--- src/rtl/cpu_pkg.sv ---
// Shared definitions for the memory access unit: FSM encoding, local window tag
// and the address-decode helper.
package cpu_pkg;

  typedef enum logic [1:0] {
    ST_IDLE     = 2'd0,
    ST_LOCAL    = 2'd1,
    ST_BUS_WAIT = 2'd2,
    ST_DONE     = 2'd3
  } mau_state_e;

  localparam logic [3:0] LOCAL_TAG_DEFAULT = 4'h3;

  function automatic logic is_local_addr(input logic [3:0] top_nibble,
                                         input logic [3:0] tag);
    return (top_nibble == tag);
  endfunction

endpackage

--- src/rtl/thread_regfile.sv ---
// Per-thread local register window: one write port, one combinational read
// port, every entry cleared by synchronous reset.
module thread_regfile #(
  parameter int DATA_W = 32,
  parameter int IDX_W  = 5
) (
  input  logic              clk,
  input  logic              rst,
  input  logic              we_i,
  input  logic [IDX_W-1:0]  waddr_i,
  input  logic [DATA_W-1:0] wdata_i,
  input  logic [IDX_W-1:0]  raddr_i,
  output logic [DATA_W-1:0] rdata_o
);

  localparam int DEPTH = 1 << IDX_W;

  logic [DATA_W-1:0] mem_q [DEPTH];

  // Storage array with reset-to-zero and a single write port
  always_ff @(posedge clk) begin
    if (rst) begin
      for (int i = 0; i < DEPTH; i++) begin
        mem_q[i] <= '0;
      end
    end else if (we_i) begin
      mem_q[waddr_i] <= wdata_i;
    end else begin
      mem_q[waddr_i] <= mem_q[waddr_i];
    end
  end

  assign rdata_o = mem_q[raddr_i];

endmodule

--- src/rtl/mem_access_unit.sv ---
// Single-outstanding memory access unit: routes each request either to the
// per-thread local register window or to the external W_* bus with a timeout.
module mem_access_unit
  import cpu_pkg::*;
#(
  parameter int         DATA_W    = 32,
  parameter int         ADDR_W    = 32,
  parameter int         THREAD_W  = 2,
  parameter int         REG_SEL_W = 3,
  parameter logic [3:0] LOCAL_TAG = LOCAL_TAG_DEFAULT,
  parameter int         TIMEOUT   = 255
) (
  input  logic                clk,
  input  logic                rst,
  input  logic                req_valid,
  input  logic                req_write,
  input  logic [ADDR_W-1:0]   req_addr,
  input  logic [DATA_W-1:0]   req_wdata,
  input  logic [THREAD_W-1:0] req_thread,
  output logic [DATA_W-1:0]   resp_data,
  output logic                resp_ack,
  output logic                resp_err,
  output logic                busy,
  output logic [ADDR_W-1:0]   W_ADDR,
  output logic [DATA_W-1:0]   W_DATA_O,
  input  logic [DATA_W-1:0]   W_DATA_I,
  output logic                W_WRITE,
  output logic                W_REQ,
  input  logic                W_ACK
);

  localparam int          IDX_W   = THREAD_W + REG_SEL_W;
  localparam logic [15:0] TO_LAST = 16'(TIMEOUT - 1);

  mau_state_e            state_q, state_d;
  logic [REG_SEL_W-1:0]  sel_q, sel_d;
  logic [THREAD_W-1:0]   thread_q, thread_d;
  logic [DATA_W-1:0]     wdata_q, wdata_d;
  logic                  write_q, write_d;
  logic [15:0]           cnt_q, cnt_d;
  logic [DATA_W-1:0]     resp_data_q, resp_data_d;
  logic                  resp_ack_q, resp_ack_d;
  logic                  resp_err_q, resp_err_d;
  logic                  busy_q, busy_d;
  logic                  w_req_q, w_req_d;
  logic                  w_write_q, w_write_d;
  logic [ADDR_W-1:0]     w_addr_q, w_addr_d;
  logic [DATA_W-1:0]     w_data_q, w_data_d;
  logic                  rf_we_s;
  logic [DATA_W-1:0]     rf_rdata_s;

  thread_regfile #(
    .DATA_W (DATA_W),
    .IDX_W  (IDX_W)
  ) u_regfile (
    .clk     (clk),
    .rst     (rst),
    .we_i    (rf_we_s),
    .waddr_i ({thread_q, sel_q}),
    .wdata_i (wdata_q),
    .raddr_i ({thread_q, sel_q}),
    .rdata_o (rf_rdata_s)
  );

  // Next-state and next-output computation for the access FSM
  always_comb begin
    state_d     = state_q;
    sel_d       = sel_q;
    thread_d    = thread_q;
    wdata_d     = wdata_q;
    write_d     = write_q;
    cnt_d       = cnt_q;
    resp_data_d = resp_data_q;
    resp_ack_d  = 1'b0;
    resp_err_d  = 1'b0;
    w_req_d     = w_req_q;
    w_write_d   = w_write_q;
    w_addr_d    = w_addr_q;
    w_data_d    = w_data_q;
    rf_we_s     = 1'b0;
    case (state_q)
      ST_IDLE: begin
        if (req_valid) begin
          sel_d    = req_addr[REG_SEL_W-1:0];
          thread_d = req_thread;
          wdata_d  = req_wdata;
          write_d  = req_write;
          cnt_d    = 16'd0;
          if (is_local_addr(req_addr[ADDR_W-1 -: 4], LOCAL_TAG)) begin
            state_d = ST_LOCAL;
          end else begin
            state_d   = ST_BUS_WAIT;
            w_req_d   = 1'b1;
            w_addr_d  = req_addr;
            w_data_d  = req_wdata;
            w_write_d = req_write;
          end
        end else begin
          state_d = ST_IDLE;
        end
      end
      ST_LOCAL: begin
        rf_we_s    = write_q;
        resp_ack_d = 1'b1;
        state_d    = ST_DONE;
        if (!write_q) begin
          resp_data_d = rf_rdata_s;
        end else begin
          resp_data_d = resp_data_q;
        end
      end
      ST_BUS_WAIT: begin
        // An acknowledge on the timeout edge still completes without error
        if (W_ACK) begin
          w_req_d    = 1'b0;
          w_write_d  = 1'b0;
          resp_ack_d = 1'b1;
          state_d    = ST_DONE;
          if (!write_q) begin
            resp_data_d = W_DATA_I;
          end else begin
            resp_data_d = resp_data_q;
          end
        end else if (cnt_q == TO_LAST) begin
          w_req_d     = 1'b0;
          w_write_d   = 1'b0;
          resp_ack_d  = 1'b1;
          resp_err_d  = 1'b1;
          resp_data_d = '0;
          state_d     = ST_DONE;
        end else begin
          cnt_d = cnt_q + 16'd1;
        end
      end
      ST_DONE: begin
        state_d = ST_IDLE;
      end
      default: begin
        state_d   = ST_IDLE;
        w_req_d   = 1'b0;
        w_write_d = 1'b0;
      end
    endcase
    busy_d = (state_d != ST_IDLE);
  end

  // State and registered-output flops
  always_ff @(posedge clk) begin
    if (rst) begin
      state_q     <= ST_IDLE;
      sel_q       <= '0;
      thread_q    <= '0;
      wdata_q     <= '0;
      write_q     <= 1'b0;
      cnt_q       <= 16'd0;
      resp_data_q <= '0;
      resp_ack_q  <= 1'b0;
      resp_err_q  <= 1'b0;
      busy_q      <= 1'b0;
      w_req_q     <= 1'b0;
      w_write_q   <= 1'b0;
      w_addr_q    <= '0;
      w_data_q    <= '0;
    end else begin
      state_q     <= state_d;
      sel_q       <= sel_d;
      thread_q    <= thread_d;
      wdata_q     <= wdata_d;
      write_q     <= write_d;
      cnt_q       <= cnt_d;
      resp_data_q <= resp_data_d;
      resp_ack_q  <= resp_ack_d;
      resp_err_q  <= resp_err_d;
      busy_q      <= busy_d;
      w_req_q     <= w_req_d;
      w_write_q   <= w_write_d;
      w_addr_q    <= w_addr_d;
      w_data_q    <= w_data_d;
    end
  end

  assign resp_data = resp_data_q;
  assign resp_ack  = resp_ack_q;
  assign resp_err  = resp_err_q;
  assign busy      = busy_q;
  assign W_REQ     = w_req_q;
  assign W_WRITE   = w_write_q;
  assign W_ADDR    = w_addr_q;
  assign W_DATA_O  = w_data_q;

endmodule
--- config.mk ---
export PLATFORM = sky130hd
export DESIGN_NAME = mem_access_unit
export DESIGN_NICKNAME = d
export VERILOG_FILES = /design/src/rtl/cpu_pkg.sv /design/src/rtl/thread_regfile.sv /design/src/rtl/mem_access_unit.sv
export SDC_FILE = /design/constraint.sdc
export NUM_CORES = 2
export LEC_CHECK = 0
export BUFFER_PORTS_ARGS = -buffer_cell sky130_fd_sc_hd__buf_2
export CAP_MARGIN = 10
export CORE_MARGIN = 4
export CORE_UTILIZATION = 50
export DETAILED_ROUTE_END_ITERATION = 8
export PLACE_DENSITY_LB_ADDON = 0.1
export SLEW_MARGIN = 30
export SYNTH_ARGS = -nofsm -noshare
export SYNTH_HDL_FRONTEND = slang
export SYNTH_SLANG_ARGS = --single-unit
--- constraint.sdc ---
create_clock -name clk -period 8.7 [get_ports clk]
set_clock_uncertainty 0.1 [all_clocks]
set_input_delay 1.305 -clock clk [delete_from_list [all_inputs] [get_ports clk]]
set_output_delay 1.305 -clock clk [all_outputs]
set_load 0.05 [all_outputs]
==> metrics.md <==
| Metric | Value |
|---|---|
| Setup_tns | 0 ns |
| Clock network power share | 38.2% |
| Hold Worst Slack | 0.350 ns |
| CTS Hold Buffers Added | 0 |
| Syn avg cell area | 14.3 sq um |
| Crit-path cells | buf_12 > buf_12 > buf_12 > mux4_2 > mux4_2 > mux2_2 > mux2i_4 > buf_16 > nor2_1 |
| Die span in x | 328 um |
| DRT iter0 DRCs | 4,389 |
| Cts repair resizes | 0 |
| Post-synth EDFFs | 1,024 |
| Fillers | 8,034 |
| Cell taking the most area after synthesis | edfxtp_1 |
| Startpoint Class | register |
| First-pass GRT wire length | 220,000 um |
| Pre-CTS setup slack | 4.10 ns |
| Routed via count | 31,800 |
| # rows | 117 |
| Sequential Power Share | 47.1% |
| Largest net degree at the start of global routing | 122 |
| Nets | 3,804 |
| Layout cell share with drive strength beyond 1 | 24.7% |
| Area Growth Syn to Fin | 12.7% |
| Power Density | 242 nW/um^2 |
| CTS tree | built |
| P_int | 10.2 mW |
| Worst-Skew Late Latency | 0.74 ns |
| Worst-margin pin slew | 0.915 ns |
| Routed Antenna Nets | 0 |
| CTS root buffer | clkbuf_16 |
| Slowest stage delay, CP | 0.61 ns |
| CP max FO | 78 |
| Synthesized cell area | 51,200 sq um |
| TritonCTS buffer count | 131 |
| GP Congestion | 0.914 |
| Initial antenna violation count | 6 |
| Clock Pin Slew Worst Setup and Hold Paths | 0.06 ns |
| Area after DPL | 53,400 sq um |
| Top cell by count, worst path | buf_12 |
| Headroom to the max-slew limit | 38.2% |
| DRT Pass-1 Iters | 6 |
| Total power | 14.0 mW |
| Core footprint | 102,000 sq um |
| Combinational Power Share | 14.7% |
| CP Class | reg2reg |
| Crit path buf inv count | 4 |
| YS warnings | 0 |
| Fin area | 57,700 sq um |
| Max Cap Viol | 0 |
| Post-synth top area share | 60.0% |
| Most common library cells after synthesis | nor2_1, edfxtp_1, mux4_2 |
| Number of synthesized register bits | 1,186 |
| CP max-delay cell | mux4_2 |
| NetSw | 3.75 mW |
| Clock Path Buffers | 3 |
| Worst setup margin | 4.34 ns |
| Synth async-reset ratio | 0% |
| Die ar. | 108,000 sq um |
| Peak Freq | 0.229 GHz |
| Vias in the first global route | 31,700 |
| Remaining Overflow, GRT | 0 |
| Synth top area cells | edfxtp_1, mux4_2, nor2_1, dfxtp_1, nand2_1 |
| Final Hold Viols | 0 |
| Run status | complete, no violations |
| Final min period | 4.36 ns |
| Starting density of the core | 50.3% |
| Final slew viol count | 0 |
| IO Pins | 204 |
| RSZ-0062 raised after global routing | false |
| Crit path DAT | 4.71 ns |
| Routed wire per std cell | 29.5 um |
| Total track usage | 28.4% |
| Setup Viol. Count Final | 0 |
| Crit-path leading delay family | multiplexers |
| Switching part of the total power | 26.9% |
| Most numerous cell in the Yosys netlist | nor2_1 |
| Seq/Total Area, Yosys | 66.4% |
| CP Capture Type | register |
| Post-CTS Setup Bufs | 0 |
| Final worst path period share | 50.1% |
| Final wirelength | 153,000 um |
| Post-synth top flop | edfxtp_1 |
| Vias per inst | 6.15 |
| Clk sinks | 1,186 |
| Library cells used by synthesis | 45 |
| Critical path required time | 9.05 ns |
| DRC errors left | 0 |
| Die Ht | 328 um |
| Syn nets | 3,685 |
| Static Leakage | 19.5 nW |
| CTS H-tree depth | 4 |
| I/O Buffers | 203 |
| Detail Placement HPWL | 85,500 um |
| Min-delay worst type | reg2reg |
| Mapped Cells | 3,577 |
| Max rail drop VDD | 179 uV |
## registers in the layout, indices dropped and copies added (netlist names), named ones only
name / count
sel_q: 3
W_REQ: 1
thread_q: 2
resp_data: 32
W_DATA_O: 32
cnt_q: 16
busy: 1
W_WRITE: 1
write_q: 1
resp_err: 1
u_regfile.mem_q: 1024
W_ADDR: 32
resp_ack: 1
wdata_q: 32
state_q: 2
## metal layers
| metal | global-route usage, % | wire length [um] | up-vias |
|---|---|---|---|
| li1 | - | - | 13200 |
| met4 | 7.97 | 3820 | 0 |
| met2 | 45.6 | 72600 | 1920 |
| met3 | 5.07 | 16600 | 252 |
| met5 | 0 | 0 | - |
| met1 | 40.5 | 59700 | 16400 |
## cell type report
class	instances	area [sq um]	share of cell area [%]
Clock inverter	69	515	0.893
Inverter	39	146	0.254
Antenna cell	2	5.00	0.00867
Tap cell	1368	1710	2.97
Timing Repair Buffer	325	2380	4.12
Sequential cell	1186	34000	58.9
Clock buffer	166	3610	6.25
Multi-Input combinational cell	2013	15300	26.6
## power groups by stage
stage | Clock, mW | Sequential, mW | Combinational [mW]
4_1_cts | 5.41 | 6.58 | 2.01
6_report | 5.35 | 6.58 | 2.06
5_1_grt | 5.66 | 6.60 | 2.16
2_1_floorplan | 0 | 6.81 | 1.25
3_3_place_gp | 0 | 6.69 | 1.87
3_5_place_dp | 0 | 6.70 | 2.01
## path summary, 6_finish.rpt
path	end	cells after the start	from	slack (ns)
worst min register to register	W_ADDR[14]	2	W_ADDR[14]	0.35
worst min-delay path	W_ADDR[14]	2	W_ADDR[14]	0.35
worst max register to register	u_regfile.mem_q[16][25]	9	register	4.34
worst max-delay path	u_regfile.mem_q[16][25]	9	register	4.34
## cell families after synthesis
logic type | Yosys count | synth area share [%]
muxes | 391 | 16.3
buffers and inverters | 378 | 3.94
AOI/OAI and AO/OA | 181 | 2.13
xor gates and xnor gates | 2 | 0.0342
and+or+nand+nor | 1434 | 11.1
adders and majority gates | 5 | 0.122
DFF | 1186 | 66.4
## placed cells by master (no fill, tap or decap), types with 5 or more instances in the layout
cell	netlist	routed
buf_2	9	202
nor3_1	8	8
o311ai_0	32	32
mux2i_4	32	32
or3_1	5	5
nand2b_1	38	5
dfxtp_1	162	157
ha_1	5	5
mux2_2	34	34
nor3b_1	7	6
clkbuf_16	0	137
a21oi_1	117	116
nand4_1	34	34
nand2b_2	0	32
inv_1	39	39
clkbuf_1	191	21
edfxtp_1	1024	1024
o21ai_0	11	11
buf_8	0	22
clkinv_2	0	20
clkbuf_8	0	7
nor2_1	1041	1039
buf_16	0	10
bufinv_16	0	5
clkinv_1	0	30
mux4_2	320	320
buf_4	82	82
inv_6	0	6
buf_12	0	5
mux2i_1	5	5
nand2_1	282	282
## worst reg2reg max path, cell delays in order (launching register included)
cell	delay, ns
dfxtp_4	0.49
buf_12	0.27
buf_12	0.26
buf_12	0.53
mux4_2	0.68
mux4_2	0.58
mux2_2	0.35
mux2i_4	0.51
buf_16	0.23
nor2_1	0.08
## metrics by stage
stage,std cells,util [%]
floorplan,3577,-
finish,5168,56.7
global route,5166,56.7
CTS,5155,56.5
global placement,4895,52.0
detailed placement,4920,52.5
Power figures use the tool's default switching activity.
